### src/rtl/wb_imem_loader.sv
// Wishbone slave that buffers program words and drains them into the Ibtida IMEM, holding the core in reset meanwhile.
// Optional CSUM register at offset 0x10 is built only when LOADER_CHECKSUM_EN is defined.
module wb_imem_loader #(
  parameter logic [31:0] BASE_ADDR  = 32'h3000_0000,
  parameter int          ADDR_WIDTH = 13,
  parameter int          FIFO_DEPTH = 4
) (
  input  logic                  wb_clk_i,
  input  logic                  wb_rst_i,
  input  logic                  wbs_stb_i,
  input  logic                  wbs_cyc_i,
  input  logic                  wbs_we_i,
  input  logic [3:0]            wbs_sel_i,
  input  logic [31:0]           wbs_adr_i,
  input  logic [31:0]           wbs_dat_i,
  output logic                  wbs_ack_o,
  output logic [31:0]           wbs_dat_o,
  output logic                  mem_req_o,
  output logic [ADDR_WIDTH-1:0] mem_addr_o,
  output logic [31:0]           mem_wdata_o,
  output logic [3:0]            mem_wmask_o,
  input  logic                  mem_gnt_i,
  output logic                  core_rst_o
);

  localparam int PW = $clog2(FIFO_DEPTH);
  localparam int CW = PW + 1;
  localparam int EW = ADDR_WIDTH + 36;

  localparam logic [0:0] ST_IDLE = 1'b0;
  localparam logic [0:0] ST_REQ  = 1'b1;

  localparam logic [2:0] OFF_CTRL = 3'd0;
  localparam logic [2:0] OFF_STAT = 3'd1;
  localparam logic [2:0] OFF_PTR  = 3'd2;
  localparam logic [2:0] OFF_DATA = 3'd3;
`ifdef LOADER_CHECKSUM_EN
  localparam logic [2:0] OFF_CSUM = 3'd4;
`endif

  localparam logic [CW-1:0]         CNT_ZERO = {CW{1'b0}};
  localparam logic [CW-1:0]         CNT_ONE  = {{(CW-1){1'b0}}, 1'b1};
  localparam logic [CW-1:0]         CNT_FULL = CW'(FIFO_DEPTH);
  localparam logic [PW-1:0]         IDX_ONE  = {{(PW-1){1'b0}}, 1'b1};
  localparam logic [ADDR_WIDTH-1:0] PTR_ONE  = {{(ADDR_WIDTH-1){1'b0}}, 1'b1};

  logic [EW-1:0]         fifo_mem_r [FIFO_DEPTH];
  logic [PW-1:0]         wr_idx_r, rd_idx_r;
  logic [CW-1:0]         cnt_r;
  logic [1:0]            ctrl_r;
  logic [ADDR_WIDTH-1:0] ptr_r;
  logic                  wrap_r;
  logic [7:0]            err_r;
  logic                  ack_r;
  logic [31:0]           dat_r;
  logic [0:0]            state_r;
  logic [ADDR_WIDTH-1:0] mem_addr_r;
  logic [31:0]           mem_wdata_r;
  logic [3:0]            mem_wmask_r;
  logic                  core_rst_r;
`ifdef LOADER_CHECKSUM_EN
  logic [31:0]           csum_r;
`endif

  logic          req_s, hit_s, wr_s, data_wr_s, full_s, empty_s, pop_s;
  logic          stall_s, push_s, drop_s, busy_s, unused_s;
  logic [2:0]    off_s;
  logic [3:0]    level_s;
  logic [31:0]   rdata_s;
  logic [PW-1:0] rd_next_s;
  logic [EW-1:0] push_ent_s, head_s, next_head_s;

  assign req_s      = wbs_stb_i & wbs_cyc_i & ~ack_r;
  assign hit_s      = (wbs_adr_i[31:5] == BASE_ADDR[31:5]);
  assign off_s      = wbs_adr_i[4:2];
  assign wr_s       = req_s & hit_s & wbs_we_i;
  assign data_wr_s  = wr_s & (off_s == OFF_DATA);
  assign full_s     = (cnt_r == CNT_FULL);
  assign empty_s    = (cnt_r == CNT_ZERO);
  assign pop_s      = (state_r == ST_REQ) & mem_gnt_i;
  // A full FIFO stalls the push, unless this very cycle frees the slot.
  assign stall_s    = data_wr_s & ctrl_r[1] & full_s & ~pop_s;
  assign push_s     = data_wr_s & ctrl_r[1] & ~stall_s;
  assign drop_s     = data_wr_s & ~ctrl_r[1];
  assign busy_s     = ~empty_s | (state_r == ST_REQ);
  assign level_s    = 4'(cnt_r);
  assign push_ent_s = {ptr_r, wbs_dat_i, wbs_sel_i};
  assign head_s     = fifo_mem_r[rd_idx_r];
  assign rd_next_s  = rd_idx_r + IDX_ONE;
  // With a single entry left, the follow-on head can only be the word pushed this cycle.
  assign next_head_s = (cnt_r > CNT_ONE) ? fifo_mem_r[rd_next_s] : push_ent_s;
  assign unused_s   = ^wbs_adr_i[1:0];

  // Register read mux.
  always_comb begin
    rdata_s = 32'h0000_0000;
    if (hit_s) begin
      case (off_s)
        OFF_CTRL: rdata_s = {30'h0, ctrl_r};
        OFF_STAT: rdata_s = {16'h0, err_r, 2'b00, wrap_r, busy_s, level_s};
        OFF_PTR:  rdata_s = {{(32-ADDR_WIDTH){1'b0}}, ptr_r};
`ifdef LOADER_CHECKSUM_EN
        OFF_CSUM: rdata_s = csum_r;
`endif
        default:  rdata_s = 32'h0000_0000;
      endcase
    end else begin
      rdata_s = 32'h0000_0000;
    end
  end

  // Single-cycle ack and registered read data.
  always_ff @(posedge wb_clk_i or posedge wb_rst_i) begin
    if (wb_rst_i) begin
      ack_r <= 1'b0;
      dat_r <= 32'h0000_0000;
    end else if (req_s && !stall_s) begin
      ack_r <= 1'b1;
      dat_r <= wbs_we_i ? 32'h0000_0000 : rdata_s;
    end else begin
      ack_r <= 1'b0;
      dat_r <= 32'h0000_0000;
    end
  end

  // Control, pointer and status registers.
  always_ff @(posedge wb_clk_i or posedge wb_rst_i) begin
    if (wb_rst_i) begin
      ctrl_r <= 2'b01;
      ptr_r  <= {ADDR_WIDTH{1'b0}};
      wrap_r <= 1'b0;
      err_r  <= 8'h00;
    end else begin
      if (wr_s && off_s == OFF_CTRL) ctrl_r <= wbs_dat_i[1:0];
      if (wr_s && off_s == OFF_PTR) ptr_r <= wbs_dat_i[ADDR_WIDTH-1:0];
      else if (push_s) ptr_r <= ptr_r + PTR_ONE;
      if (wr_s && off_s == OFF_STAT) begin
        wrap_r <= 1'b0;
        err_r  <= 8'h00;
      end else begin
        if (push_s && (&ptr_r)) wrap_r <= 1'b1;
        if (drop_s && err_r != 8'hFF) err_r <= err_r + 8'h01;
      end
    end
  end

  // FIFO occupancy and indices.
  always_ff @(posedge wb_clk_i or posedge wb_rst_i) begin
    if (wb_rst_i) begin
      wr_idx_r <= {PW{1'b0}};
      rd_idx_r <= {PW{1'b0}};
      cnt_r    <= CNT_ZERO;
    end else begin
      if (push_s) wr_idx_r <= wr_idx_r + IDX_ONE;
      if (pop_s) rd_idx_r <= rd_next_s;
      case ({push_s, pop_s})
        2'b10:   cnt_r <= cnt_r + CNT_ONE;
        2'b01:   cnt_r <= cnt_r - CNT_ONE;
        default: cnt_r <= cnt_r;
      endcase
    end
  end

  // FIFO storage.
  always_ff @(posedge wb_clk_i) begin
    if (push_s) fifo_mem_r[wr_idx_r] <= push_ent_s;
  end

  // Drain FSM: present the head to IMEM until granted.
  always_ff @(posedge wb_clk_i or posedge wb_rst_i) begin
    if (wb_rst_i) begin
      state_r     <= ST_IDLE;
      mem_addr_r  <= {ADDR_WIDTH{1'b0}};
      mem_wdata_r <= 32'h0000_0000;
      mem_wmask_r <= 4'h0;
    end else begin
      case (state_r)
        ST_IDLE: begin
          if (!empty_s) begin
            state_r <= ST_REQ;
            {mem_addr_r, mem_wdata_r, mem_wmask_r} <= head_s;
          end
        end
        ST_REQ: begin
          if (pop_s) begin
            if (cnt_r > CNT_ONE || push_s) begin
              {mem_addr_r, mem_wdata_r, mem_wmask_r} <= next_head_s;
            end else begin
              state_r <= ST_IDLE;
            end
          end
        end
        default: state_r <= ST_IDLE;
      endcase
    end
  end

  // Core reset stays asserted while HOLD is set or any word is still in flight.
  always_ff @(posedge wb_clk_i or posedge wb_rst_i) begin
    if (wb_rst_i) core_rst_r <= 1'b1;
    else          core_rst_r <= ctrl_r[0] | busy_s;
  end

`ifdef LOADER_CHECKSUM_EN
  // Running sum of drained words; a bus write overrides the pop update.
  always_ff @(posedge wb_clk_i or posedge wb_rst_i) begin
    if (wb_rst_i) csum_r <= 32'h0000_0000;
    else if (wr_s && off_s == OFF_CSUM) csum_r <= wbs_dat_i;
    else if (pop_s) csum_r <= csum_r + mem_wdata_r;
  end
`endif

  assign wbs_ack_o   = ack_r;
  assign wbs_dat_o   = dat_r;
  assign mem_req_o   = (state_r == ST_REQ);
  assign mem_addr_o  = mem_addr_r;
  assign mem_wdata_o = mem_wdata_r;
  assign mem_wmask_o = mem_wmask_r;
  assign core_rst_o  = core_rst_r;

endmodule

### config.mk
export PLATFORM = sky130hd
export DESIGN_NAME = wb_imem_loader
export DESIGN_NICKNAME = d
export VERILOG_FILES = /design/src/rtl/wb_imem_loader.sv
export SDC_FILE = /design/constraint.sdc
export NUM_CORES = 1
export LEC_CHECK = 0
export BUFFER_PORTS_ARGS = -buffer_cell sky130_fd_sc_hd__buf_2
export CORE_MARGIN = 1.5
export CORE_UTILIZATION = 40
export CTS_CLUSTER_DIAMETER = 50
export DETAILED_ROUTE_END_ITERATION = 6
export PLACE_DENSITY = 0.69
export REMOVE_ABC_BUFFERS = 1
export SYNTH_ARGS = -nofsm -noshare
export SYNTH_HDL_FRONTEND = slang
export SYNTH_SLANG_ARGS = --single-unit
### constraint.sdc
create_clock -name wb_clk_i -period 3.9 [get_ports wb_clk_i]
set_input_delay 0.195 -clock wb_clk_i [delete_from_list [all_inputs] [get_ports wb_clk_i]]
set_output_delay 0.195 -clock wb_clk_i [all_outputs]
set_load 0.02 [all_outputs]
==> impl_metrics.toml, run 1 <==
[floorplan]
die_w_um = 188.5
ioPinCount = 158
die_h_um = 188.5
fp.coreArea_um2 = 33700
design.die.area_um2 = 35510
fp-row-count = 67
initial_utilization_pct = 40.82

[global_routing]
overflow = 0
first_global_vias = 9140
grt_start_max_net_pins = 103
grt_pass1_wl_um = 50190
grtUsageTotal_pct = 18.04
antenna_found_initial = 0

[hold_path]
hold_path.class = "in -> reg"

[yosys]
netlist_area_um2 = 13760
synth_top_family_by_area = "multiplexers"
synth_cell_types = 49
synthSimpleGateAreaFrac_pct = 10.18
synth-compound-area-share_pct = 7.549
synthMuxAreaShare_pct = 16.51
synth-seq-cells = 295
syn_area_per_cell_um2 = 13.94
synthAdderAreaFrac_pct = 0.8186
synth-xor-area-share_pct = 0.8276
synth-main-ff-cell = "edfxtp_1"
asyncSetResetFlopFracSynth_pct = 33.56
synthDominantCellAreaShare_pct = 42.78
yosys-top-cells-area = "edfxtp_1 (43%), dfrtp_1 (18%), mux4_2 (16%), o21ai_0 (5.7%), nand2_1 (3.4%)"
synth_seq_area_share_pct = 60.81
yosys.area.top_type = "edfxtp_1"
synth.most_common_cell = "edfxtp_1"
synthCells = 987
synthTopCellsByCount = "edfxtp_1 (196), o21ai_0 (156), nand2_1 (126), mux4_2 (98), dfrtp_1 (97)"
synth_edf_count = 196
synth_warnings = 0

[setup_path]
start_kind = "flip-flop"
crit_required_ns = 4.05
ff2ff_setup_slack_ns = 1.06
cp_max_fo = 27
cp-end-kind = "flip-flop"
setup.worst_path.class = "reg -> reg"
crit_arrival_ns = 3.00

[final_layout]
final_core_util_pct = 48.46
nets = 1234
nFillCells = 2920
layout-drive-gt1-share_pct = 29.25
syn_to_final_growth_pct = 18.71

[sta]
skew_ns = 0.02035
slew_headroom_pct = 30.62
worst_slew_pin_slew_ns = 1.041
setup_ws_ns = 1.057
finalCritPeriodShare_pct = 72.90
finalHoldViolations = 0
max_freq_mhz = 351.7
slew_viol_final = 0
setup_violations = 0
rsz0062_at_grt = "false"
timing.hold.ws_ns = 0.01813
min_period_ns = 2.843

[clock_tree]
cts.clk_slew.worst_paths_ns = 0.05
cts_root_buf = "clkbuf_16"
clock_latency_ns = 0.51
htreeDepth = 2
cts.sinks = 295
numCtsBuffers = 34
clockBufferDepth = 3
cts_tree = "done"

[detailed_routing]
routedWlPerCell_um = 19.52
drtPass1Iterations = 5
vias = 8948
ant_nets = 0
first_iter_violations = 577
viasPerCell = 5.506
drcViolationCount = 0
totalWireLength_um = 31730

[job]
drv_cap = 0

[power]
p_per_area_nw_per_um2 = 634.7
p_total_w = 0.01037
leakagePower_nw = 6.254
peakVddDrop_uv = 389.7

[placed_design]
pre_cts_ws_ns = 1.074
place_congestion = 0.8439
place_hpwl_um = 19510
portBuffers = 139

[outcome]
status = "finished clean"
-- area by class of cell --
type / count / area, µm² / share of cell area (%)
Tap cell: 448 / 560.5 / 3.432
Inverter: 7 / 28.78 / 0.1762
Timing Repair Buffer: 200 / 1309 / 8.014
Clock inverter: 19 / 126.4 / 0.7738
Multi-Input combinational cell: 613 / 5022 / 30.75
Clock buffer: 42 / 902.1 / 5.524
Antenna cell: 1 / 2.502 / 0.01532
Sequential cell: 295 / 8379 / 51.31
-- through the flow --
stage / cell area [µm²] / TNS (ns) / cells
floorplan: 13390 / -391.32 / 915
global placement: 14930 / 0 / 1526
detailed placement: 14930 / 0 / 1526
CTS: 16330 / 0 / 1624
global route: 16330 / 0 / 1624
finish: 16330 / 0 / 1625
-- state kept, by name (all words and copies together), names as in the netlist --
| name | count |
|---|---|
| fifo_mem_r | 196 |
| mem_wdata_o | 32 |
| wbs_dat_o | 16 |
| mem_addr_o | 13 |
| ptr_r | 13 |
| err_r | 8 |
| mem_wmask_o | 4 |
| cnt_r | 3 |
| ctrl_r | 2 |
| rd_idx_r | 2 |
| wr_idx_r | 2 |
| core_rst_o | 1 |
| mem_req_o | 1 |
| wbs_ack_o | 1 |
| wrap_r | 1 |
-- critical path: stages (launching register included) --
cell	delay, ns
dfrtp_2	0.62
and3_1	0.36
nor4_2	0.59
and2_2	0.42
buf_4	0.47
-- path summary, 6_finish.rpt --
path | endpoint | startpoint | cells after the start
worst max-delay path | fifo_mem_r[2][44] | cnt_r[2] | 4
worst min-delay path | fifo_mem_r[3][4] | wbs_dat_i[0] | 1
worst max register to register | fifo_mem_r[2][44] | cnt_r[2] | 4
worst min register to register | mem_wdata_o[31] | mem_wdata_o[31] | 2
max in group asynchronous | ctrl_r[0] | wb_rst_i | 4
min in group asynchronous | mem_wdata_o[24] | wb_rst_i | 3
-- report_power, final --
| group | internal, W | leakage [nW] | switching [W] | total (W) |
|---|---|---|---|---|
| combinational | 0.00147 | 2.61 | 0.00192 | 0.00339 |
| sequential | 0.00364 | 3.12 | 0.000398 | 0.00404 |
| clock | 0.00172 | 0.517 | 0.00122 | 0.00293 |
-- kinds of logic after synthesis --
kind of cell    Yosys count
fa+ha+maj                 9
buf+inv                  94
other cells               1
flops                   295
compound gates          196
xor+xnor                 13
simple gates            275
mux                     104
-- layout by cell type (no fill, tap or decap), drive strengths merged, types with 3 or more instances in the layout --
master and instances:
inv 10, a21oi 14, mux2 3, dfrtp 97
o211ai 5, mux2i 3, mux4 98, nand4 9
and2 12, xnor2 6, nor3b 3, nor2 32
ha 9, xor2 7, a22oi 8, nand2 126
nand3 55, clkinv 15, dlygate4sd3 37, edfxtp 196
nor4 8, o21ai 161, conb 16, and3 13
clkbuf 42, nor3 7, buf 163
-- timing repair --
action	CTS	global route
hold endpoints to repair	182	0
gates resized for setup	0	0
buffers inserted	0	0
hold buffers	37	0
-- metal layers --
| metal | global-route usage (%) | routed length (µm) | vias up |
|---|---|---|---|
| li1 | - | - | 4076 |
| met1 | 23.94 | 13470 | 4503 |
| met2 | 30.81 | 15710 | 329 |
| met3 | 2.924 | 2058 | 40 |
| met4 | 4.915 | 490 | 0 |
| met5 | 0 | 0 | - |
Power figures use the tool's default switching activity.
==> run 2: changes to the inputs <==
--- a/config.mk
+++ b/config.mk
@@ -10,7 +10,7 @@
 export CORE_UTILIZATION = 40
 export CTS_CLUSTER_DIAMETER = 50
 export DETAILED_ROUTE_END_ITERATION = 6
-export PLACE_DENSITY = 0.69
+export PLACE_DENSITY = 0.67
 export REMOVE_ABC_BUFFERS = 1
 export SYNTH_ARGS = -nofsm -noshare
 export SYNTH_HDL_FRONTEND = slang
==> constraint.sdc (replaced) <==
create_clock -name wb_clk_i -period 3 [get_ports wb_clk_i]
set_input_delay 0.15 -clock wb_clk_i [delete_from_list [all_inputs] [get_ports wb_clk_i]]
set_output_delay 0.15 -clock wb_clk_i [all_outputs]
set_load 0.02 [all_outputs]
==> run 2 against run 1 <==
Non-clock buffer count increased by 3. Hold slack improved by 0.024 ns. Clock skew increased by 0.0054 ns. Sequential power increased by 27%. Clock-buffer cell count unchanged. First-iteration DRC count decreased by 15%. Worst setup slack got worse by 0.55 ns. Wire length decreased by 0.15%. Global-route usage decreased by 0.17 points. Via count decreased by 0.59%. Cell count increased by 0.31%. Critical path type unchanged.
==> impl_metrics.toml, run 2 (same netlist as run 1, synthesis figures left out) <==
[placed_design]
place_congestion = 0.7666
dp.cells = 1527
place_hpwl_um = 18780
portBuffers = 139

[setup_path]
crit_required_ns = 3.19
crit_arrival_ns = 2.69
cp-end-kind = "flip-flop"
cp_max_fo = 22
setup.worst_path.class = "reg -> reg"
start_kind = "flip-flop"

[clock_tree]
cts_root_buf = "clkbuf_16"
cts_tree = "done"
cts.clk_slew.worst_paths_ns = 0.06
post_cts_resized = 0
htreeDepth = 2
cts.sinks = 295
clockBufferDepth = 3
clock_latency_ns = 0.52
numCtsBuffers = 35

[power]
peakVddDrop_uv = 435.8
p_per_area_nw_per_um2 = 825.3
leakagePower_nw = 6.263

[sta]
finalSetupTns_ns = 0
worst_slew_pin_slew_ns = 1.035
min_period_ns = 2.494
setup_violations = 0
slew_headroom_pct = 31.00
rsz0062_at_grt = "false"
finalHoldViolations = 0
finalCritPeriodShare_pct = 83.13
slew_viol_final = 0
timing.hold.ws_ns = 0.04250
max_freq_mhz = 401.0
skew_ns = 0.02578

[detailed_routing]
viasPerCell = 5.457
routedWlPerCell_um = 19.43
drcViolationCount = 0
vias = 8895
first_iter_violations = 491
met3_length_um = 1709
ant_nets = 0
drtPass1Iterations = 5
totalWireLength_um = 31680
highest_layer = "met4"
wl_met1_um = 13730
wl_met2_um = 15640

[final_layout]
largest_reg_flops = 196
syn_to_final_growth_pct = 19.41
layout-drive-gt1-share_pct = 29.30
nets = 1238
seq_area_um2 = 8379
multi_input_area_um2 = 5022
nFillCells = 2977
layout_commonest_cell = "edfxtp_1"
regMostFlops = "fifo_mem_r"
final_cells = 1630
final_cell_mix = "edfxtp_1 (196), o21ai_0 (156), buf_2 (139), nand2_1 (126), mux4_2 (98)"

[global_routing]
first_global_vias = 9176
grtUsageTotal_pct = 17.87
grt_start_max_net_pins = 102
overflow = 0
grt_pass1_wl_um = 49920
antenna_found_initial = 0

[floorplan]
fp.coreArea_um2 = 33700
design.die.area_um2 = 35510
initial_utilization_pct = 40.82
die_w_um = 188.5
ioPinCount = 158
fp-row-count = 67
die_h_um = 188.5

[hold_path]
hold_path.class = "in -> reg"

[job]
drv_cap = 0

[outcome]
status = "finished clean"
run 2: cell types whose count changed in the layout (fill, tap and decap cells not counted), sizes merged:
cell	delta
clkinvlp	+5
buf	+1
dlygate4sd3	+2
clkinv	-1
inv	-1
bufinv	-1
run 2: stage by stage:
stage	total power, W	worst slack, ns	instance area (µm²)	util, %
finish	0.01356	0.5062	16430	48.75
detailed placement	0.009843	0.4812	14990	44.47
global route	0.01433	0.3092	16420	48.74
floorplan	0.008339	-2.560	13390	-
global placement	0.009719	0.5163	14990	44.47
CTS	0.01373	0.4629	16420	48.74
run 2: layer usage:
metal / up-vias / GRT usage (%)
li1: 4077 / -
met1: 4489 / 23.87
met2: 279 / 30.10
met3: 50 / 3.129
met4: 0 / 5.037
met5: - / 0
run 2: worst paths after layout:
| kind | slack [ns] | start | end | depth (start not counted) |
|---|---|---|---|---|
| max | 0.51 | cnt_r[0] | fifo_mem_r[3][3] | 6 |
| min | 0.04 | mem_gnt_i | rd_idx_r[0] | 3 |
| max reg2reg | 0.51 | cnt_r[0] | fifo_mem_r[3][3] | 6 |
| min reg2reg | 0.46 | wbs_ack_o | wbs_ack_o | 1 |
| max in group asynchronous | 1.89 | wb_rst_i | core_rst_o | 4 |
| min in group asynchronous | 0.31 | wb_rst_i | mem_wdata_o[22] | 3 |
run 2: timing repair:
item,in CTS,in global routing
buffers inserted,0,0
endpoints found under the setup margin,0,0
hold endpoints to repair,208,0
hold buffers,39,0
run 2: worst max-delay path, stage by stage (launching register included):
cell	delay [ns]
dfrtp_1	0.41
inv_1	0.08
ha_1	0.22
and3_1	0.24
nor4_2	0.51
and2_2	0.47
buf_12	0.24
run 2: final cells by class:
| type | instances | area share (%) |
|---|---|---|
| flip-flops and latches | 295 | 51.01 |
| multi-input cells | 613 | 30.57 |
| repair buffers | 203 | 8.439 |
| clock buffers | 42 | 5.492 |
| well taps | 448 | 3.412 |
| clock inverters | 21 | 0.8835 |
| inverters | 7 | 0.1752 |
| diodes | 1 | 0.01523 |
run 2: power by group:
part | total [W] | internal, W | leakage [nW] | switching, W
Combinational | 0.00460 | 0.00195 | 2.64 | 0.00265
Clock | 0.00383 | 0.00217 | 0.499 | 0.00166
Sequential | 0.00512 | 0.00474 | 3.12 | 0.000384
Total | 0.0136 | 0.00887 | 6.26 | 0.00469
